### src/rtl/bfm_ahb_pkg.sv
// Shared AHB-Lite encodings and FSM state type for the command-driven AHB master.
package bfm_ahb_pkg;

  localparam logic [1:0] HTRANS_IDLE   = 2'b00;
  localparam logic [1:0] HTRANS_BUSY   = 2'b01;
  localparam logic [1:0] HTRANS_NONSEQ = 2'b10;
  localparam logic [1:0] HTRANS_SEQ    = 2'b11;

  localparam logic [2:0] HBURST_SINGLE = 3'b000;
  localparam logic [3:0] HPROT_DEFAULT = 4'b0011;

  typedef enum logic {
    RUN  = 1'b0,
    ERR2 = 1'b1
  } state_t;

endpackage

### src/rtl/bfm_ahb_stall_timer.sv
// Counts consecutive stalled data-phase cycles; expire pulses on the LIMIT-th stalled cycle.
module bfm_ahb_stall_timer #(
  parameter int LIMIT = 256
) (
  input  logic clk,
  input  logic rst,
  input  logic stall,
  output logic expire
);

  localparam int CW = (LIMIT > 2) ? $clog2(LIMIT) : 1;

  logic [CW-1:0] count;

  assign expire = stall && (count == CW'(LIMIT - 1));

  always_ff @(posedge clk) begin
    if (rst || !stall || expire) begin
      count <= '0;
    end else begin
      count <= count + 1'b1;
    end
  end

endmodule

### src/rtl/bfm_ahb_cmd_master.sv
// Command-driven AHB-Lite master issuing pipelined SINGLE transfers, one response per command.
// Optional data-phase stall timeout is compiled in with BFM_AHB_TIMEOUT_EN.
module bfm_ahb_cmd_master
  import bfm_ahb_pkg::*;
#(
  parameter int AWIDTH  = 10,
  parameter int TIMEOUT = 256
) (
  input  logic              HCLK,
  input  logic              HRESET,
  input  logic              CMD_VALID,
  output logic              CMD_READY,
  input  logic              CMD_WRITE,
  input  logic [AWIDTH-1:0] CMD_ADDR,
  input  logic [2:0]        CMD_SIZE,
  input  logic [31:0]       CMD_WDATA,
  output logic              RSP_VALID,
  output logic [31:0]       RSP_RDATA,
  output logic              RSP_ERR,
  output logic              TIMEOUT_FLAG,
  output logic [AWIDTH-1:0] HADDR,
  output logic [1:0]        HTRANS,
  output logic              HWRITE,
  output logic [2:0]        HSIZE,
  output logic [2:0]        HBURST,
  output logic              HMASTLOCK,
  output logic [3:0]        HPROT,
  output logic [31:0]       HWDATA,
  input  logic              HREADY,
  input  logic              HRESP,
  input  logic [31:0]       HRDATA,
  output state_t            dbg_state
);

  // Handshake: a command transfers on each rising edge where CMD_VALID && CMD_READY;
  // the source holds the command stable until then. RSP_VALID is a one-cycle pulse, never stalled.

  state_t state, state_nx;

  logic              aph_valid;
  logic [AWIDTH-1:0] aph_addr;
  logic [2:0]        aph_size;
  logic              aph_write;
  logic [31:0]       aph_wdata;
  logic              dph_valid;
  logic              dph_write;
  logic [31:0]       dph_wdata;

  logic accept;
  logic advance;
  logic complete;
  logic complete_err;
  logic timeout_hit;

`ifdef BFM_AHB_TIMEOUT_EN
  logic stall;
  assign stall = dph_valid && !HREADY;

  bfm_ahb_stall_timer #(.LIMIT(TIMEOUT)) u_stall_timer (
    .clk    (HCLK),
    .rst    (HRESET),
    .stall  (stall),
    .expire (timeout_hit)
  );

  always_ff @(posedge HCLK) begin
    if (HRESET) begin
      TIMEOUT_FLAG <= 1'b0;
    end else if (timeout_hit) begin
      TIMEOUT_FLAG <= 1'b1;
    end
  end
`else
  logic unused_timeout;
  assign unused_timeout = (TIMEOUT > 1);
  assign timeout_hit    = 1'b0;
  assign TIMEOUT_FLAG   = 1'b0;
`endif

  always_comb begin
    CMD_READY    = (!aph_valid || HREADY) && (state == RUN);
    accept       = CMD_VALID && CMD_READY;
    state_nx     = state;
    advance      = 1'b0;
    complete     = 1'b0;
    // An abort, a second error cycle and an ERROR seen with HREADY high all report as errors.
    complete_err = HRESP || timeout_hit || (state == ERR2);
    if (timeout_hit) begin
      complete = dph_valid;
      state_nx = RUN;
    end else begin
      case (state)
        RUN: begin
          if (HREADY) begin
            complete = dph_valid;
            advance  = 1'b1;
          end else if (dph_valid && HRESP) begin
            state_nx = ERR2;
          end
        end
        ERR2: begin
          if (HREADY) begin
            complete = dph_valid;
            state_nx = RUN;
          end
        end
        default: state_nx = RUN;
      endcase
    end
  end

  always_ff @(posedge HCLK) begin
    if (HRESET) begin
      state     <= RUN;
      aph_valid <= 1'b0;
      aph_addr  <= '0;
      aph_size  <= '0;
      aph_write <= 1'b0;
      aph_wdata <= '0;
      dph_valid <= 1'b0;
      dph_write <= 1'b0;
      dph_wdata <= '0;
      RSP_VALID <= 1'b0;
      RSP_RDATA <= '0;
      RSP_ERR   <= 1'b0;
    end else begin
      state     <= state_nx;
      RSP_VALID <= complete;
      RSP_ERR   <= complete && complete_err;
      RSP_RDATA <= (complete && !dph_write) ? HRDATA : 32'h0;
      if (complete) begin
        dph_valid <= 1'b0;
      end
      if (advance) begin
        dph_valid <= aph_valid;
        dph_write <= aph_write;
        dph_wdata <= aph_wdata;
      end
      // APH can also fill during a stall when it was empty; the bus has not sampled it yet.
      if (accept) begin
        aph_valid <= 1'b1;
        aph_addr  <= CMD_ADDR;
        aph_size  <= CMD_SIZE;
        aph_write <= CMD_WRITE;
        aph_wdata <= CMD_WDATA;
      end else if (advance) begin
        aph_valid <= 1'b0;
      end
    end
  end

  assign HTRANS    = (aph_valid && state == RUN) ? HTRANS_NONSEQ : HTRANS_IDLE;
  assign HADDR     = aph_addr;
  assign HWRITE    = aph_write;
  assign HSIZE     = aph_size;
  assign HWDATA    = dph_wdata;
  assign HBURST    = HBURST_SINGLE;
  assign HMASTLOCK = 1'b0;
  assign HPROT     = HPROT_DEFAULT;
  assign dbg_state = state;

endmodule

### config.mk
export PLATFORM = sky130hd
export DESIGN_NAME = bfm_ahb_cmd_master
export DESIGN_NICKNAME = d
export VERILOG_FILES = /design/src/rtl/bfm_ahb_pkg.sv /design/src/rtl/bfm_ahb_stall_timer.sv /design/src/rtl/bfm_ahb_cmd_master.sv
export SDC_FILE = /design/constraint.sdc
export NUM_CORES = 1
export LEC_CHECK = 0
export CAP_MARGIN = 0
export CORE_ASPECT_RATIO = 1.75
export CORE_UTILIZATION = 40
export CTS_BUF_LIST = sky130_fd_sc_hd__clkbuf_2
export CTS_CLUSTER_SIZE = 40
export DETAILED_ROUTE_END_ITERATION = 12
export PLACE_DENSITY = 0.78
export SLEW_MARGIN = 20
export SYNTH_ARGS = -nofsm -noshare
export SYNTH_HDL_FRONTEND = slang
export SYNTH_SLANG_ARGS = --single-unit
### constraint.sdc
create_clock -name HCLK -period 1.15 [get_ports HCLK]
set_input_delay 0.23 -clock HCLK [delete_from_list [all_inputs] [get_ports HCLK]]
set_output_delay 0.23 -clock HCLK [all_outputs]
set_load 0.02 [all_outputs]
## Yosys cells after proc, flatten, opt, wreduce, memory -nomap -nowiden

Cells that the tools add are included.
W data, S select, Z words.

| cells by class | value |
|---|---|
| $add $sub $neg | 0 |
| multiply operators | 0 |
| div/mod/pow operators | 0 |
| order comparisons | 0 |
| equal/unequal tests | 0 |
| shift operators | 0 |
| muxes and demuxes | 12 |
| bitwise logic cells | 2 |
| reductions and logical operators | 13 |

Operators with widths:

| kind | count |
|---|---|
| $mux W1 | 10 |
| $logic_and A1 B1 Y1 | 6 |
| $reduce_bool A2 Y1 | 2 |
| $logic_not A1 Y1 | 2 |
| $logic_or A1 B1 Y1 | 2 |
| $mux W2 | 1 |
| $not A1 Y1 | 2 |
| $pmux W1 S2 | 1 |
| $reduce_or A2 Y1 | 1 |

| word-level totals | value |
|---|---|
| bits in registers | 116 |
| latch bits | 0 |
| memory bits (writable) | 0 |
| memory bits (read-only) | 0 |
| input port bits | 83 |
| output and inout bits | 93 |
| logic and storage cells | 39 |
| memories kept | 0 |

## Longest topological paths before layout

| logic depth | value |
|---|---|
| depth in word-level cells | 5 |
| mapped depth | 5 |
| mapped depth without buffers | 3 |

## Least setup slack after synthesis

No wires, ideal clock.

| timing | value |
|---|---|
| path type | register to register |
| start point | register state, in the netlist dbg_state |
| end point | register aph_addr[0], in the netlist HADDR[0] |
| data arrival time | 1.163 ns |
| path slack | -0.085 ns |
| cell stages (with the launch flop) | 5 |
| buffers on the path | 2 |
| period minus slack after synthesis | 1.235 ns |
| cells stage by stage | dfxtp_1 > nor3b_2 > buf_6 > buf_8 > mux2i_1 |

| on the way | value |
|---|---|
| longest elaborated chain between the ends | 3 |

RTL lines:

| element | RTL line | source |
|---|---|---|
| start: declaration | bfm_ahb_cmd_master.sv:38 | `state_t state, state_nx;` |
| start signal: assignment | bfm_ahb_cmd_master.sv:127 | `state <= state_nx;` |
| $not A1 Y1 | -- |  |
| $logic_and A1 B1 Y1 | bfm_ahb_cmd_master.sv:81 | `CMD_READY = (!aph_valid \|\| HREADY) && (state == RUN);` |
| $logic_and A1 B1 Y1 | bfm_ahb_cmd_master.sv:82 | `accept = CMD_VALID && CMD_READY;` |
| end signal: assignment | bfm_ahb_cmd_master.sv:116 | `aph_addr <= '0;` |
| end signal: assignment | bfm_ahb_cmd_master.sv:142 | `aph_addr <= CMD_ADDR;` |
| end: declaration | bfm_ahb_cmd_master.sv:41 | `logic [AWIDTH-1:0] aph_addr;` |

No other way between the ends.
A chain may end at the register's enable or synchronous reset.

## Worst setup path in the final report

| timing | value |
|---|---|
| start point | register aph_valid |
| end point | output CMD_READY |

| on the way | value |
|---|---|
| longest elaborated chain between the ends | 3 |

RTL lines:

| element | RTL line | source |
|---|---|---|
| start: declaration | bfm_ahb_cmd_master.sv:40 | `logic aph_valid;` |
| start signal: assignment | bfm_ahb_cmd_master.sv:115 | `aph_valid <= 1'b0;` |
| start signal: assignment | bfm_ahb_cmd_master.sv:141 | `aph_valid <= 1'b1;` |
| start signal: assignment | bfm_ahb_cmd_master.sv:147 | `aph_valid <= 1'b0;` |
| $logic_not A1 Y1 | bfm_ahb_cmd_master.sv:81 |  |
| $logic_or A1 B1 Y1 | bfm_ahb_cmd_master.sv:81 |  |
| $logic_and A1 B1 Y1 | bfm_ahb_cmd_master.sv:81 |  |
| end: declaration | bfm_ahb_cmd_master.sv:12 | `output logic CMD_READY,` |

No other way between the ends.

==> impl_metrics.prom <==
# TYPE chip_impl_metric gauge
chip_impl_info{name="clk_root_buffer_cell",value="sky130_fd_sc_hd__clkbuf_2"} 1
chip_impl_metric{name="syn_avg_cell_area",unit="µm²"} 9.75
chip_impl_metric{name="worst_ir_drop_vdd",unit="mV"} 0.907
chip_impl_info{name="worst_hold_path_type",value="primary input to flop"} 1
chip_impl_info{name="critical_path.startpoint_type",value="flop"} 1
chip_impl_metric{name="synth.yosys.seq_area_share",unit=""} 0.537
chip_impl_metric{name="maximum_level_of_the_cts_h_tree",unit=""} 4
chip_impl_metric{name="grt_overflow",unit=""} 0
chip_impl_metric{name="grt.met3_usage",unit=""} 0.0702
chip_impl_metric{name="post_synth_num_cell_types",unit=""} 20
chip_impl_info{name="outcome",value="finished with violations"} 1
chip_impl_metric{name="final_wirelength",unit="mm"} 12.2
chip_impl_metric{name="pre_cts_setup_slack",unit="ns"} -0.613
chip_impl_metric{name="placement.io_buffers",unit=""} 165
chip_impl_metric{name="die_h",unit="µm"} 140
chip_impl_metric{name="grt_max_degree",unit=""} 43
chip_impl_info{name="worst_setup_path_end_kind",value="primary output"} 1
chip_impl_metric{name="cp_data_required_time",unit="ns"} 0.92
chip_impl_metric{name="first_iter_violations",unit=""} 114
chip_impl_metric{name="initial_cell_density_of_the_core",unit=""} 0.415
chip_impl_metric{name="total_leakage_power",unit="nW"} 3.20
chip_impl_metric{name="worst_clock_skew",unit="ns"} 0.0292
chip_impl_metric{name="worst-endpoint-arrival",unit="ns"} 1.40
chip_impl_metric{name="final_nets",unit=""} 740
chip_impl_metric{name="drcViolationCount",unit=""} 0
chip_impl_metric{name="drt-pass1-iter-count",unit=""} 4
chip_impl_metric{name="dr_total_vias",unit=""} 3721
chip_impl_info{name="critical_path_class",value="flop to primary output"} 1
chip_impl_metric{name="ff2ff_path_depth",unit=""} 7
chip_impl_metric{name="syn-cell-area",unit="mm²"} 0.00433
chip_impl_metric{name="finalCriticalPeriod",unit="ns"} 1.63
chip_impl_metric{name="setup_viol",unit=""} 163
chip_impl_metric{name="final_hold_fails",unit=""} 0
chip_impl_metric{name="layout_setup_ws",unit="ns"} -0.482
chip_impl_metric{name="clock_power_share",unit=""} 0.296
chip_impl_metric{name="whs",unit="ns"} 0.0950
chip_impl_metric{name="netlist_instances",unit=""} 444
chip_impl_metric{name="placement.cell_area",unit="mm²"} 0.00625
chip_impl_metric{name="grt_usage",unit=""} 0.220
chip_impl_metric{name="dieArea",unit="mm²"} 0.0113
chip_impl_metric{name="cell_internal_pwr",unit="mW"} 5.91
chip_impl_metric{name="pwr-share-seq",unit=""} 0.521
chip_impl_metric{name="fmaxAchievable",unit="MHz"} 613
chip_impl_metric{name="post_route_cells_drive_above_1_share",unit=""} 0.470
chip_impl_metric{name="synth.ff_latch_count",unit=""} 116
chip_impl_metric{name="path_clk_slew",unit="ns"} 0.19
chip_impl_info{name="critical_path.reg2reg.endpoint",value="HSIZE[0]"} 1
chip_impl_metric{name="die_x",unit="µm"} 80.6
chip_impl_metric{name="worstSkewPairLatency",unit="ns"} 0.66
chip_impl_info{name="critical_path.endpoint",value="CMD_READY"} 1
chip_impl_info{name="grt_most_used_layer",value="met2"} 1
chip_impl_metric{name="grt_util_met2",unit=""} 0.400
chip_impl_metric{name="ios",unit=""} 176
chip_impl_metric{name="area_growth_syn_to_layout",unit="%"} 72.0
chip_impl_metric{name="finalMaxSlewViolations",unit=""} 0
chip_impl_metric{name="pwr-share-comb",unit=""} 0.183
chip_impl_metric{name="yosysWarnings",unit=""} 0
chip_impl_metric{name="via_count_of_the_first_global_routing_pass",unit=""} 3750
chip_impl_metric{name="route.detailed.vias_per_inst",unit=""} 4.66
chip_impl_metric{name="core_region_area",unit="mm²"} 0.0104
chip_impl_info{name="regToRegStartpoint",value="aph_valid"} 1
chip_impl_metric{name="setup_tns",unit="ns"} -42.65
chip_impl_metric{name="std_cell_rows",unit=""} 49
chip_impl_info{name="grt_setup_unrepaired",value="yes"} 1
chip_impl_metric{name="netSwitchingPower",unit="mW"} 2.42
chip_impl_metric{name="r2r_setup_slack",unit="ns"} -0.46
chip_impl_metric{name="cts.sinks",unit=""} 116
chip_impl_info{name="failed_checks",value="negative setup slack"} 1
chip_impl_metric{name="power_density",unit="mW/mm²"} 1120
chip_impl_info{name="critPathLaunch",value="aph_valid"} 1
chip_impl_metric{name="finalCritPeriodShare",unit=""} 1.42
chip_impl_metric{name="tritoncts.num_buffers",unit=""} 17
chip_impl_metric{name="avgRoutedWirePerCell",unit="µm"} 15.3
chip_impl_metric{name="worst-path-max-fanout",unit=""} 3
chip_impl_metric{name="number_of_antenna_violations_at_the_first_check_in_global_routing",unit=""} 1
chip_impl_metric{name="grt_pass1_wl",unit="mm"} 18.4
chip_impl_metric{name="met1_usage",unit=""} 0.220
chip_impl_metric{name="stdcell_area",unit="mm²"} 0.00744
chip_impl_metric{name="cts_buffer_depth",unit=""} 2
chip_impl_metric{name="gp_congestion",unit=""} 0.757
chip_impl_metric{name="dp.final_hpwl",unit="mm"} 7.68
chip_impl_metric{name="drv.max_cap_violation_count",unit=""} 0
chip_impl_metric{name="ant_nets",unit=""} 0
chip_impl_info{name="tritoncts",value="built"} 1
chip_impl_metric{name="switching_part_of_the_total",unit=""} 0.291
placed cells by master (no fill, tap or decap), types with 2 or more instances in the layout:
cell type / instances
sky130_fd_sc_hd__nor2_1: 4
sky130_fd_sc_hd__nor2b_4: 3
sky130_fd_sc_hd__clkdlybuf4s50_1: 81
sky130_fd_sc_hd__dlygate4sd3_1: 5
sky130_fd_sc_hd__a21oi_2: 26
sky130_fd_sc_hd__dfxtp_2: 81
sky130_fd_sc_hd__mux2i_1: 46
sky130_fd_sc_hd__nand2_4: 18
sky130_fd_sc_hd__nand2_2: 9
sky130_fd_sc_hd__buf_4: 23
sky130_fd_sc_hd__nand2b_1: 92
sky130_fd_sc_hd__dfxtp_1: 34
sky130_fd_sc_hd__buf_16: 3
sky130_fd_sc_hd__a21oi_1: 8
sky130_fd_sc_hd__clkinv_2: 2
sky130_fd_sc_hd__buf_6: 95
sky130_fd_sc_hd__and2_1: 33
sky130_fd_sc_hd__buf_12: 14
sky130_fd_sc_hd__inv_6: 4
sky130_fd_sc_hd__buf_8: 3
sky130_fd_sc_hd__nand2_1: 39
sky130_fd_sc_hd__conb_1: 10
sky130_fd_sc_hd__clkbuf_2: 18
sky130_fd_sc_hd__clkinvlp_4: 6
critical path: stages, from the launching register on:
cell	delay, ns
sky130_fd_sc_hd__dfxtp_2	0.39
sky130_fd_sc_hd__nor2b_4	0.16
sky130_fd_sc_hd__nor2_1	0.05
sky130_fd_sc_hd__buf_4	0.15
through the flow:
stage / instances / utilization / power, mW
finish: 798 / 0.714 / 8.33
global route: 798 / 0.714 / 8.73
CTS: 786 / 0.685 / 8.30
detailed placement: 729 / 0.600 / 5.59
global placement: 729 / 0.600 / 5.55
floorplan: 452 / - / 4.95
state kept, by name, indices dropped and copies added (netlist names):
signal     flops
aph_valid      1
HWDATA        32
dph_write      1
aph_wdata     32
RSP_ERR        1
HADDR         10
RSP_VALID      1
RSP_RDATA     32
HSIZE          3
dph_valid      1
HWRITE         1
dbg_state      1
area by class of cell:
| type | instances | area [µm²] |
|---|---|---|
| multi-input cells | 295 | 2090 |
| diodes | 1 | 2.50 |
| clock inverters | 14 | 129 |
| repair buffers | 226 | 2540 |
| well taps | 127 | 159 |
| fillers | 770 | 2980 |
| clock buffers | 18 | 90.1 |
| inverters | 1 | 3.75 |
| flip-flops and latches | 116 | 2430 |
worst min path at each step:
stage | start | endpoint | cells after the start
floorplan | HREADY | dbg_state | 1
global placement | aph_wdata[14] | HWDATA[14] | 2
detailed placement | aph_wdata[13] | HWDATA[13] | 2
CTS | HRDATA[23] | RSP_RDATA[23] | 2
global route | HRDATA[0] | RSP_RDATA[0] | 2
finish | HRDATA[10] | RSP_RDATA[10] | 2
power groups by stage:
stage / clock network, mW / logic (mW) / registers, mW
after floorplan: 0 / 0.496 / 4.45
after global placement: 0 / 1.19 / 4.36
after detailed placement: 0 / 1.22 / 4.36
after CTS: 2.53 / 1.46 / 4.32
after global routing: 2.76 / 1.61 / 4.36
final: 2.47 / 1.52 / 4.34
what timing repair did:
action | in CTS | in global routing
gates cloned | 8 | 1
resized for setup | 618 | 77
endpoints found under the hold margin | 4 | 4
setup endpoints to repair | 161 | 168
pin swaps | 10 | 20
setup buffers | 16 | 12
hold buffers | 1 | 4
metal layers:
| layer | vias to the layer above | routed length, µm |
|---|---|---|
| met5 | - | 0 |
| met4 | 0 | 304 |
| met3 | 21 | 751 |
| met2 | 152 | 6860 |
| met1 | 1724 | 4290 |
| li1 | 1824 | - |
synthesized netlist by cell type:
| cell | instances | area share |
|---|---|---|
| sky130_fd_sc_hd__a21oi_1 | 34 | 0.039 |
| sky130_fd_sc_hd__nand3b_1 | 1 | 0.0017 |
| sky130_fd_sc_hd__buf_2 | 10 | 0.012 |
| sky130_fd_sc_hd__nor3_1 | 1 | 0.0012 |
| sky130_fd_sc_hd__nand2_1 | 66 | 0.057 |
| sky130_fd_sc_hd__nor2_1 | 5 | 0.0043 |
| sky130_fd_sc_hd__nor3b_2 | 1 | 0.0029 |
| sky130_fd_sc_hd__buf_6 | 1 | 0.0026 |
| sky130_fd_sc_hd__inv_1 | 1 | 0.00087 |
| sky130_fd_sc_hd__buf_1 | 3 | 0.0026 |
| sky130_fd_sc_hd__dfxtp_1 | 116 | 0.54 |
| sky130_fd_sc_hd__nand2b_1 | 93 | 0.13 |
| sky130_fd_sc_hd__mux2i_1 | 47 | 0.11 |
| sky130_fd_sc_hd__o21ba_2 | 1 | 0.0023 |
| sky130_fd_sc_hd__buf_8 | 3 | 0.010 |
| sky130_fd_sc_hd__conb_1 | 2 | 0.0017 |
| sky130_fd_sc_hd__nor2b_1 | 3 | 0.0043 |
| sky130_fd_sc_hd__buf_4 | 11 | 0.019 |
| sky130_fd_sc_hd__and2_1 | 33 | 0.048 |
| sky130_fd_sc_hd__clkbuf_1 | 12 | 0.010 |
cells by family (layout without fill, tap and decap cells):
| group | after synthesis | after routing | share of synthesized area |
|---|---|---|---|
| compound gates | 35 | 35 | 0.0416 |
| mux | 47 | 47 | 0.109 |
| simple gates | 203 | 203 | 0.254 |
| other cells | 2 | 11 | 0.00174 |
| buf+inv | 41 | 259 | 0.0575 |
| flops | 116 | 116 | 0.537 |
No activity file was read; power rests on OpenSTA's default activity.
